==> config.mk <==
export PLATFORM = sky130hd
export DESIGN_NAME = fifo_sync_param_flat
export DESIGN_NICKNAME = d
export VERILOG_FILES = /design/src/rtl/fifo_sync_param_if.sv /design/src/rtl/fifo_sync_param.sv /design/src/flat_wrapper.sv
export SDC_FILE = /design/constraint.sdc
export NUM_CORES = 1
export LEC_CHECK = 0
export CORE_AREA = 2 2 105 77
export DETAILED_ROUTE_END_ITERATION = 10
export DIE_AREA = 0 0 107 79
export HOLD_SLACK_MARGIN = 0.06
export PLACE_DENSITY = 0.71
export SLEW_MARGIN = 20
export SYNTH_ARGS = -nofsm -noshare
export SYNTH_HDL_FRONTEND = slang
export SYNTH_SLANG_ARGS = --single-unit
==> constraint.sdc <==
create_clock -name Clk -period 5.27 [get_ports Clk]
set_input_delay 1.581 -clock Clk [delete_from_list [all_inputs] [get_ports Clk]]
set_output_delay 1.581 -clock Clk [all_outputs]
set_load 0.02 [all_outputs]
==> src/rtl/fifo_sync_param_if.sv <==
// Handshake/bus bundle for fifo_sync_param: the producer/consumer side uses master, the FIFO uses slave.
interface fifo_sync_param_if #(
   parameter int DATA_W = 8,
   parameter int ADDR_W = 3
);
   logic [DATA_W-1:0] Data_In;
   logic              Write;
   logic              Read;
   logic [ADDR_W:0]   AFull_Thresh;
   logic [ADDR_W:0]   AEmpty_Thresh;
   logic              Err_Clr;
   logic [DATA_W-1:0] Data_Out;
   logic              Data_Valid;
   logic [3:0]        Fifo_Status;
   logic [ADDR_W:0]   Fill_Count;
   logic              Overflow;
   logic              Underflow;

   modport master (
      output Data_In, Write, Read, AFull_Thresh, AEmpty_Thresh, Err_Clr,
      input  Data_Out, Data_Valid, Fifo_Status, Fill_Count, Overflow, Underflow
   );

   modport slave (
      input  Data_In, Write, Read, AFull_Thresh, AEmpty_Thresh, Err_Clr,
      output Data_Out, Data_Valid, Fifo_Status, Fill_Count, Overflow, Underflow
   );
endinterface

==> src/rtl/fifo_sync_param.sv <==
// Parametrised synchronous FIFO with registered read data, runtime almost-full/empty thresholds.
// Define FIFO_ERR_FLAGS_EN to build the sticky Overflow/Underflow error registers.
module fifo_sync_param #(
   parameter int DATA_W = 8,
   parameter int ADDR_W = 3
) (
   input  logic             Clk,
   input  logic             Reset,
   fifo_sync_param_if.slave bus
);
   localparam int              DEPTH   = 1 << ADDR_W;
   localparam logic [ADDR_W:0] DEPTH_C = (ADDR_W+1)'(DEPTH);

   logic [DATA_W-1:0] mem [DEPTH];
   logic [ADDR_W-1:0] wr_ptr, rd_ptr;
   logic [ADDR_W:0]   cnt;
   logic              empty, full, rd_acc, wr_acc;

   assign empty  = (cnt == '0);
   assign full   = (cnt == DEPTH_C);
   // No read bypass when empty; a full FIFO still takes a write if a read frees a slot the same edge.
   assign rd_acc = bus.Read & ~empty;
   assign wr_acc = bus.Write & (~full | rd_acc);

   always_ff @(posedge Clk) begin
      if (wr_acc && !Reset) mem[wr_ptr] <= bus.Data_In;
   end

   always_ff @(posedge Clk) begin
      if (Reset) begin
         wr_ptr         <= '0;
         rd_ptr         <= '0;
         cnt            <= '0;
         bus.Data_Out   <= '0;
         bus.Data_Valid <= 1'b0;
      end else begin
         if (wr_acc) wr_ptr <= wr_ptr + 1'b1;
         if (rd_acc) begin
            rd_ptr       <= rd_ptr + 1'b1;
            bus.Data_Out <= mem[rd_ptr];
         end
         bus.Data_Valid <= rd_acc;
         case ({wr_acc, rd_acc})
            2'b10:   cnt <= cnt + 1'b1;
            2'b01:   cnt <= cnt - 1'b1;
            default: cnt <= cnt;
         endcase
      end
   end

   assign bus.Fill_Count  = cnt;
   assign bus.Fifo_Status = {full, (cnt >= bus.AFull_Thresh), (cnt <= bus.AEmpty_Thresh), empty};

`ifdef FIFO_ERR_FLAGS_EN
   logic ovf_set, unf_set;
   assign ovf_set = bus.Write & full & ~rd_acc;
   assign unf_set = bus.Read & empty;

   // Set wins over a same-cycle clear so no error event is lost.
   always_ff @(posedge Clk) begin
      if (Reset) begin
         bus.Overflow  <= 1'b0;
         bus.Underflow <= 1'b0;
      end else begin
         bus.Overflow  <= ovf_set | (bus.Overflow  & ~bus.Err_Clr);
         bus.Underflow <= unf_set | (bus.Underflow & ~bus.Err_Clr);
      end
   end
`else
   logic unused_err_clr;
   assign unused_err_clr = bus.Err_Clr;
   assign bus.Overflow   = 1'b0;
   assign bus.Underflow  = 1'b0;
`endif
endmodule

==> src/flat_wrapper.sv <==
// flat-port wrapper written by rule: the top's interface ports become plain ports
module fifo_sync_param_flat 
#(
   parameter int DATA_W = 8,
   parameter int ADDR_W = 3
)
  (Clk, Reset, bus_Data_In, bus_Write, bus_Read, bus_AFull_Thresh, bus_AEmpty_Thresh, bus_Err_Clr, bus_Data_Out, bus_Data_Valid, bus_Fifo_Status, bus_Fill_Count, bus_Overflow, bus_Underflow);
  fifo_sync_param_if #(.DATA_W(DATA_W), .ADDR_W(ADDR_W)) bus_i ();
  input  logic Clk;
  input  logic Reset;
  input wire logic [$bits(bus_i.Data_In)-1:0] bus_Data_In;
  input wire logic [$bits(bus_i.Write)-1:0] bus_Write;
  input wire logic [$bits(bus_i.Read)-1:0] bus_Read;
  input wire logic [$bits(bus_i.AFull_Thresh)-1:0] bus_AFull_Thresh;
  input wire logic [$bits(bus_i.AEmpty_Thresh)-1:0] bus_AEmpty_Thresh;
  input wire logic [$bits(bus_i.Err_Clr)-1:0] bus_Err_Clr;
  output wire logic [$bits(bus_i.Data_Out)-1:0] bus_Data_Out;
  output wire logic [$bits(bus_i.Data_Valid)-1:0] bus_Data_Valid;
  output wire logic [$bits(bus_i.Fifo_Status)-1:0] bus_Fifo_Status;
  output wire logic [$bits(bus_i.Fill_Count)-1:0] bus_Fill_Count;
  output wire logic [$bits(bus_i.Overflow)-1:0] bus_Overflow;
  output wire logic [$bits(bus_i.Underflow)-1:0] bus_Underflow;
  assign bus_i.Data_In = bus_Data_In;
  assign bus_i.Write = bus_Write;
  assign bus_i.Read = bus_Read;
  assign bus_i.AFull_Thresh = bus_AFull_Thresh;
  assign bus_i.AEmpty_Thresh = bus_AEmpty_Thresh;
  assign bus_i.Err_Clr = bus_Err_Clr;
  assign bus_Data_Out = bus_i.Data_Out;
  assign bus_Data_Valid = bus_i.Data_Valid;
  assign bus_Fifo_Status = bus_i.Fifo_Status;
  assign bus_Fill_Count = bus_i.Fill_Count;
  assign bus_Overflow = bus_i.Overflow;
  assign bus_Underflow = bus_i.Underflow;
  fifo_sync_param #(.DATA_W(DATA_W), .ADDR_W(ADDR_W)) u_core (.Clk(Clk), .Reset(Reset), .bus(bus_i));
endmodule
; After elaboration in Yosys (flattened, before gate mapping)
; Memories as Yosys holds them, arrays and structs flattened. A register that Yosys moved wholly into a read port is not among the register bits.
; Cells that the tools add are included.
; Widths: inputs -> output; s select.
[totals]
ff_bits = 11
n_memories = 1
input_bits = 21
output_inout_bits = 19
ram_bits = 64
elab_cells = 26
[memory_table]
columns = memory, words, width, read_ports, rd_ports_with_merged_regs, write_ports, line
row1 = u_core.mem, 8, 8, 1, 1, 1, fifo_sync_param.sv:14  ; logic [DATA_W-1:0] mem [DEPTH];
[op_classes]
n_eq_ne = 3
bitwise_logic = 5
mux = 3
magnitude_cmp = 2
add_sub_neg = 4
reduce_logical = 4
[op_table]
columns = operator, count
row1 = $pmux 4 s2, 1
row2 = $add 3x1->3 const B, 2
row3 = $add 4x1->4 const B, 1
row4 = $eq 4x4->1 const B, 1
row5 = $ge 4x4->1, 1
row6 = $le 4x4->1, 1
row7 = $logic_not 4->1, 1
row8 = $sub 4x1->4 const B, 1
row9 = $and 1x1->1, 2
row10 = $eq 2x1->1 const B, 1
row11 = $eq 2x2->1 const B, 1
row12 = $mux 1, 2
row13 = $not 1->1, 2
row14 = $reduce_bool 2->1, 1
row15 = $logic_and 1x1->1, 1
row16 = $logic_not 1->1, 1
row17 = $or 1x1->1, 1

; Logic depth before layout (Yosys ltp)
[logic_depth]
word_depth = 8
ltp_mapped = 10
depth_no_buf = 8

; Least setup slack after synthesis
; OpenSTA, ideal clock, no wires.
[synth_timing]
path_kind = in2out
from = input bus_AEmpty_Thresh[1]
to = output bus_Fifo_Status[1]
path_buffers = 0
required_ps = 3689
slack_ps = 907
t_arrival_ps = 2782
cell_stages = 6
cell_sequence = inv_1 -> ha_1 -> nor2b_1 -> o21a_1 -> o21a_1 -> o21ai_0
[synth_via]
elab_chain_cells = 1
[synth_rtl]
columns = item, line
row1 = from (decl), flat_wrapper.sv:15  ; input wire logic [$bits(bus_i.AEmpty_Thresh)-1:0] bus_AEmpty_Thresh;
row2 = $le 4x4->1, fifo_sync_param.sv:52  ; assign bus.Fifo_Status = {full, (cnt >= bus.AFull_Thresh), (cnt <= bus.AEmpty_Thresh), empty};
row3 = to (decl), flat_wrapper.sv:19  ; output wire logic [$bits(bus_i.Fifo_Status)-1:0] bus_Fifo_Status;
; Every way passes these cells.

; Worst setup path in the final report
[layout_timing]
from = input bus_AFull_Thresh[0]
to = output bus_Fifo_Status[2]
[layout_via]
elab_chain_cells = 1
[layout_rtl]
columns = item, line
row1 = from (decl), flat_wrapper.sv:14  ; input wire logic [$bits(bus_i.AFull_Thresh)-1:0] bus_AFull_Thresh;
row2 = $ge 4x4->1, fifo_sync_param.sv:52
; Every way passes these cells.

==> results.ini <==
[routing]
wl_met3_um = 272
wl_um = 6270
drt-met1-wl_um = 2930
top_layer = met4
viasPerCell = 5.22
wl_per_cell_um = 16.5
drc = 0
met2WireLength_um = 3030
drt_iter0_drc = 122
final_antenna_net_count = 0
first_pass_iters = 4
via_count = 1977

[floorplan]
die_y_um = 79
rows = 27
io-pin-count = 40
start_util_pct = 48.0
coreArea_um2 = 7530
dieWidth_um = 107
dieArea_um2 = 8450

[power_and_ir_drop]
p_leak_nw = 1.45
ir_worst_vdd_mv = 0.199
p_sw_w = 0.000630
clkPwrFrac_pct = 22.6
share_comb_of_total_power_pct = 34.1
p_total_w = 0.00196
p_int_w = 0.00133
seqPwrFrac_pct = 43.3
p_per_area_nw_per_um2 = 459
switching_share_pct = 32.2

[timing]
skew_ns = 0.00789
finalSetupViolCount = 0
finalCritPeriodShare_pct = 95.8
tightest_slew_ns = 0.908
period_needed_ns = 5.05
slew_headroom_pct = 39.2
hold_viol = 0
rsz0062_at_grt = no
fin_tns_setup_ns = 0
timing.hold.ws_ns = 0.498
max_freq_ghz = 0.198
finalMaxSlewViolations = 0

[clock_network]
postCtsSetupBuffers = 0
cts_hold_buf = 0
h-tree-depth = 3
cts_resized = 0
numCtsBuffers = 9
clkSlewWorstSetupHoldPaths_ns = 0.08
clock_path_buffers = 2
clk_latency_ns = 0.35
cts_num_sinks = 83
cts_root_buffer = clkbuf_8
tritoncts = built

[yosys]
syn_area_per_cell_um2 = 15.5
yosysTopAreaCellShare_pct = 53.2
synth_area_um2 = 3610
synthTopCellsByArea = edfxtp_1 53%, dfxtp_1 11%, mux4_2 10%, ha_1 4.2%, mux2i_1 2.8%
ys_warn_count = 0
seq_area_frac_synth_pct = 63.7
synth_cells = 233
synth_cell_types = 43
yosysTopAreaCell = edfxtp_1
synth.ff_latch_count = 83

[worst_setup_path]
cp_max_fo = 1
end_kind = output pin
worst_setup_path_start_kind = input port
cp.arrival_ns = 3.47
criticalPathCategory = in -> out
critPathRequiredTime_ns = 3.69
r2r.worst_path.cells = 8

[placement]
hpwlAfterDp_um = 4260
port_buffers = 36
place_area_um2 = 4070
globalplace.congestion = 0.784

[global_routing]
track_usage_pct = 16.5
grt_pass1_wl_um = 10100
grt.overflow.total = 0
grt_max_degree = 24
grt_pass1_vias = 1920
antenna_found_initial = 0

[layout]
multi_input_area_um2 = 1190
area.growth.synth_to_final_pct = 18.1
final_area_um2 = 4270
antenna_cells = 0
drive_above_1_share_pct = 15.8
nFillCells = 605
nets = 307
post-route-util_pct = 56.6
regArea_um2 = 2300

[hold_path]
whs_path_depth = 2
min_path_type = reg -> reg

[outcome]
status = finished clean

[run]
max_cap_violations = 0

-- final cells by class --
type / count / area share [%]
inverter: 9 / 0.792
tap: 101 / 2.96
timing repair buffer: 44 / 9.91
multi-input combinational: 126 / 27.8
clock inverter: 6 / 1.55
sequential: 83 / 54.0
clock buffer: 10 / 2.99
-- layer usage --
| layer | vias up | GRT usage [%] |
|---|---|---|
| met2 | 44 | 26.9 |
| met3 | 4 | 6.57 |
| met1 | 970 | 20.6 |
| li1 | 959 | - |
| met4 | 0 | 4.68 |
| met5 | - | 0 |
-- placed cells by master (no fill, tap or decap), types with 4 or more instances in the layout --
master           instances
xnor2_1                  4
nor2_1                  24
clkbuf_8                 9
inv_1                    9
buf_4                    8
dfxtp_1                 19
clkdlybuf4s50_1         35
nand2_1                  6
a211oi_1                 9
edfxtp_1                64
nor3_1                   4
ha_1                    12
mux4_2                  16
nand2b_1                 4
mux2i_1                 10
-- path summary, 6_finish.rpt --
path | startpoint | to | slack [ns]
setup reg to reg | u_core.bus.Fill_Count[3]$_SDFFE_PP0P_ | u_core.bus.Fill_Count[3]$_SDFFE_PP0P_ | 3.00
setup / recovery | bus_AFull_Thresh[0] | bus_Fifo_Status[2] | 0.22
hold reg to reg | u_core.bus.Data_Out[5]$_SDFFE_PP0N_ | u_core.bus.Data_Out[5]$_SDFFE_PP0N_ | 0.50
hold / removal | u_core.bus.Data_Out[5]$_SDFFE_PP0N_ | u_core.bus.Data_Out[5]$_SDFFE_PP0N_ | 0.50
-- Yosys cell counts, drive strengths merged --
| master | n |
|---|---|
| nand3 | 2 |
| xnor2 | 4 |
| o31ai | 1 |
| nor4bb | 1 |
| o21bai | 1 |
| nand2 | 6 |
| nor4b | 1 |
| fa | 1 |
| mux4 | 16 |
| nand2b | 4 |
| a21oi | 3 |
| nand4 | 1 |
| nand3b | 2 |
| dfxtp | 19 |
| edfxtp | 64 |
| conb | 1 |
| o21ai | 3 |
| xor2 | 3 |
| o311a | 1 |
| nor3 | 4 |
| inv | 9 |
| o211ai | 2 |
| clkbuf | 4 |
| nor2 | 24 |
| nand4b | 1 |
| a31oi | 1 |
| buf | 12 |
| ha | 12 |
| o41a | 1 |
| and2 | 1 |
| nor2b | 1 |
| mux2i | 10 |
| a21o | 3 |
| or3 | 1 |
| a211oi | 10 |
| nor4 | 1 |
| o21a | 2 |
-- flip-flops by register name, summed over array words and instances, names as in the netlist --
register,flops
u_core.bus.Fill_Count,4
u_core.mem,64
u_core.bus.Data_Out,8
u_core.bus.Data_Valid,1
u_core.rd_ptr,3
u_core.wr_ptr,3
-- cells by family (layout without fill, tap and decap cells) --
family,after synthesis,count (layout),share of synthesized area [%]
other,1,2,0.104
buffers and inverters,25,69,3.70
XOR/XNOR,7,7,1.70
AND/OR/NAND/NOR,50,50,6.82
AO/OA/AOI/OAI,28,28,6.51
flip-flops,83,83,63.7
multiplexers,26,26,12.7
adder cells (fa/ha/maj),13,13,4.71
-- metrics by stage --
step	setup slack, ns	cells
2_1_floorplan	0.907	234
3_3_place_gp	0.141	363
5_1_grt	0.141	379
4_1_cts	0.112	379
3_5_place_dp	0.122	363
6_report	0.222	379
-- power by group through the flow --
stage                     clock [W]  sequential (W)  combinational [W]
after floorplan                   0        0.000871           0.000478
after global placement            0        0.000862           0.000667
after detailed placement          0        0.000865           0.000677
after CTS                  0.000457        0.000850           0.000679
after global routing       0.000486        0.000861           0.000737
final                      0.000443        0.000848           0.000667
-- critical path: stages --
cell and delay (ns):
clkdlybuf4s50_1 0.46, ha_1 0.22, nand2b_1 0.14, a21o_1 0.19, a21o_1 0.18, a21o_1 0.17, clkdlybuf4s50_1 0.53
No activity file was read; power rests on OpenSTA's default activity.
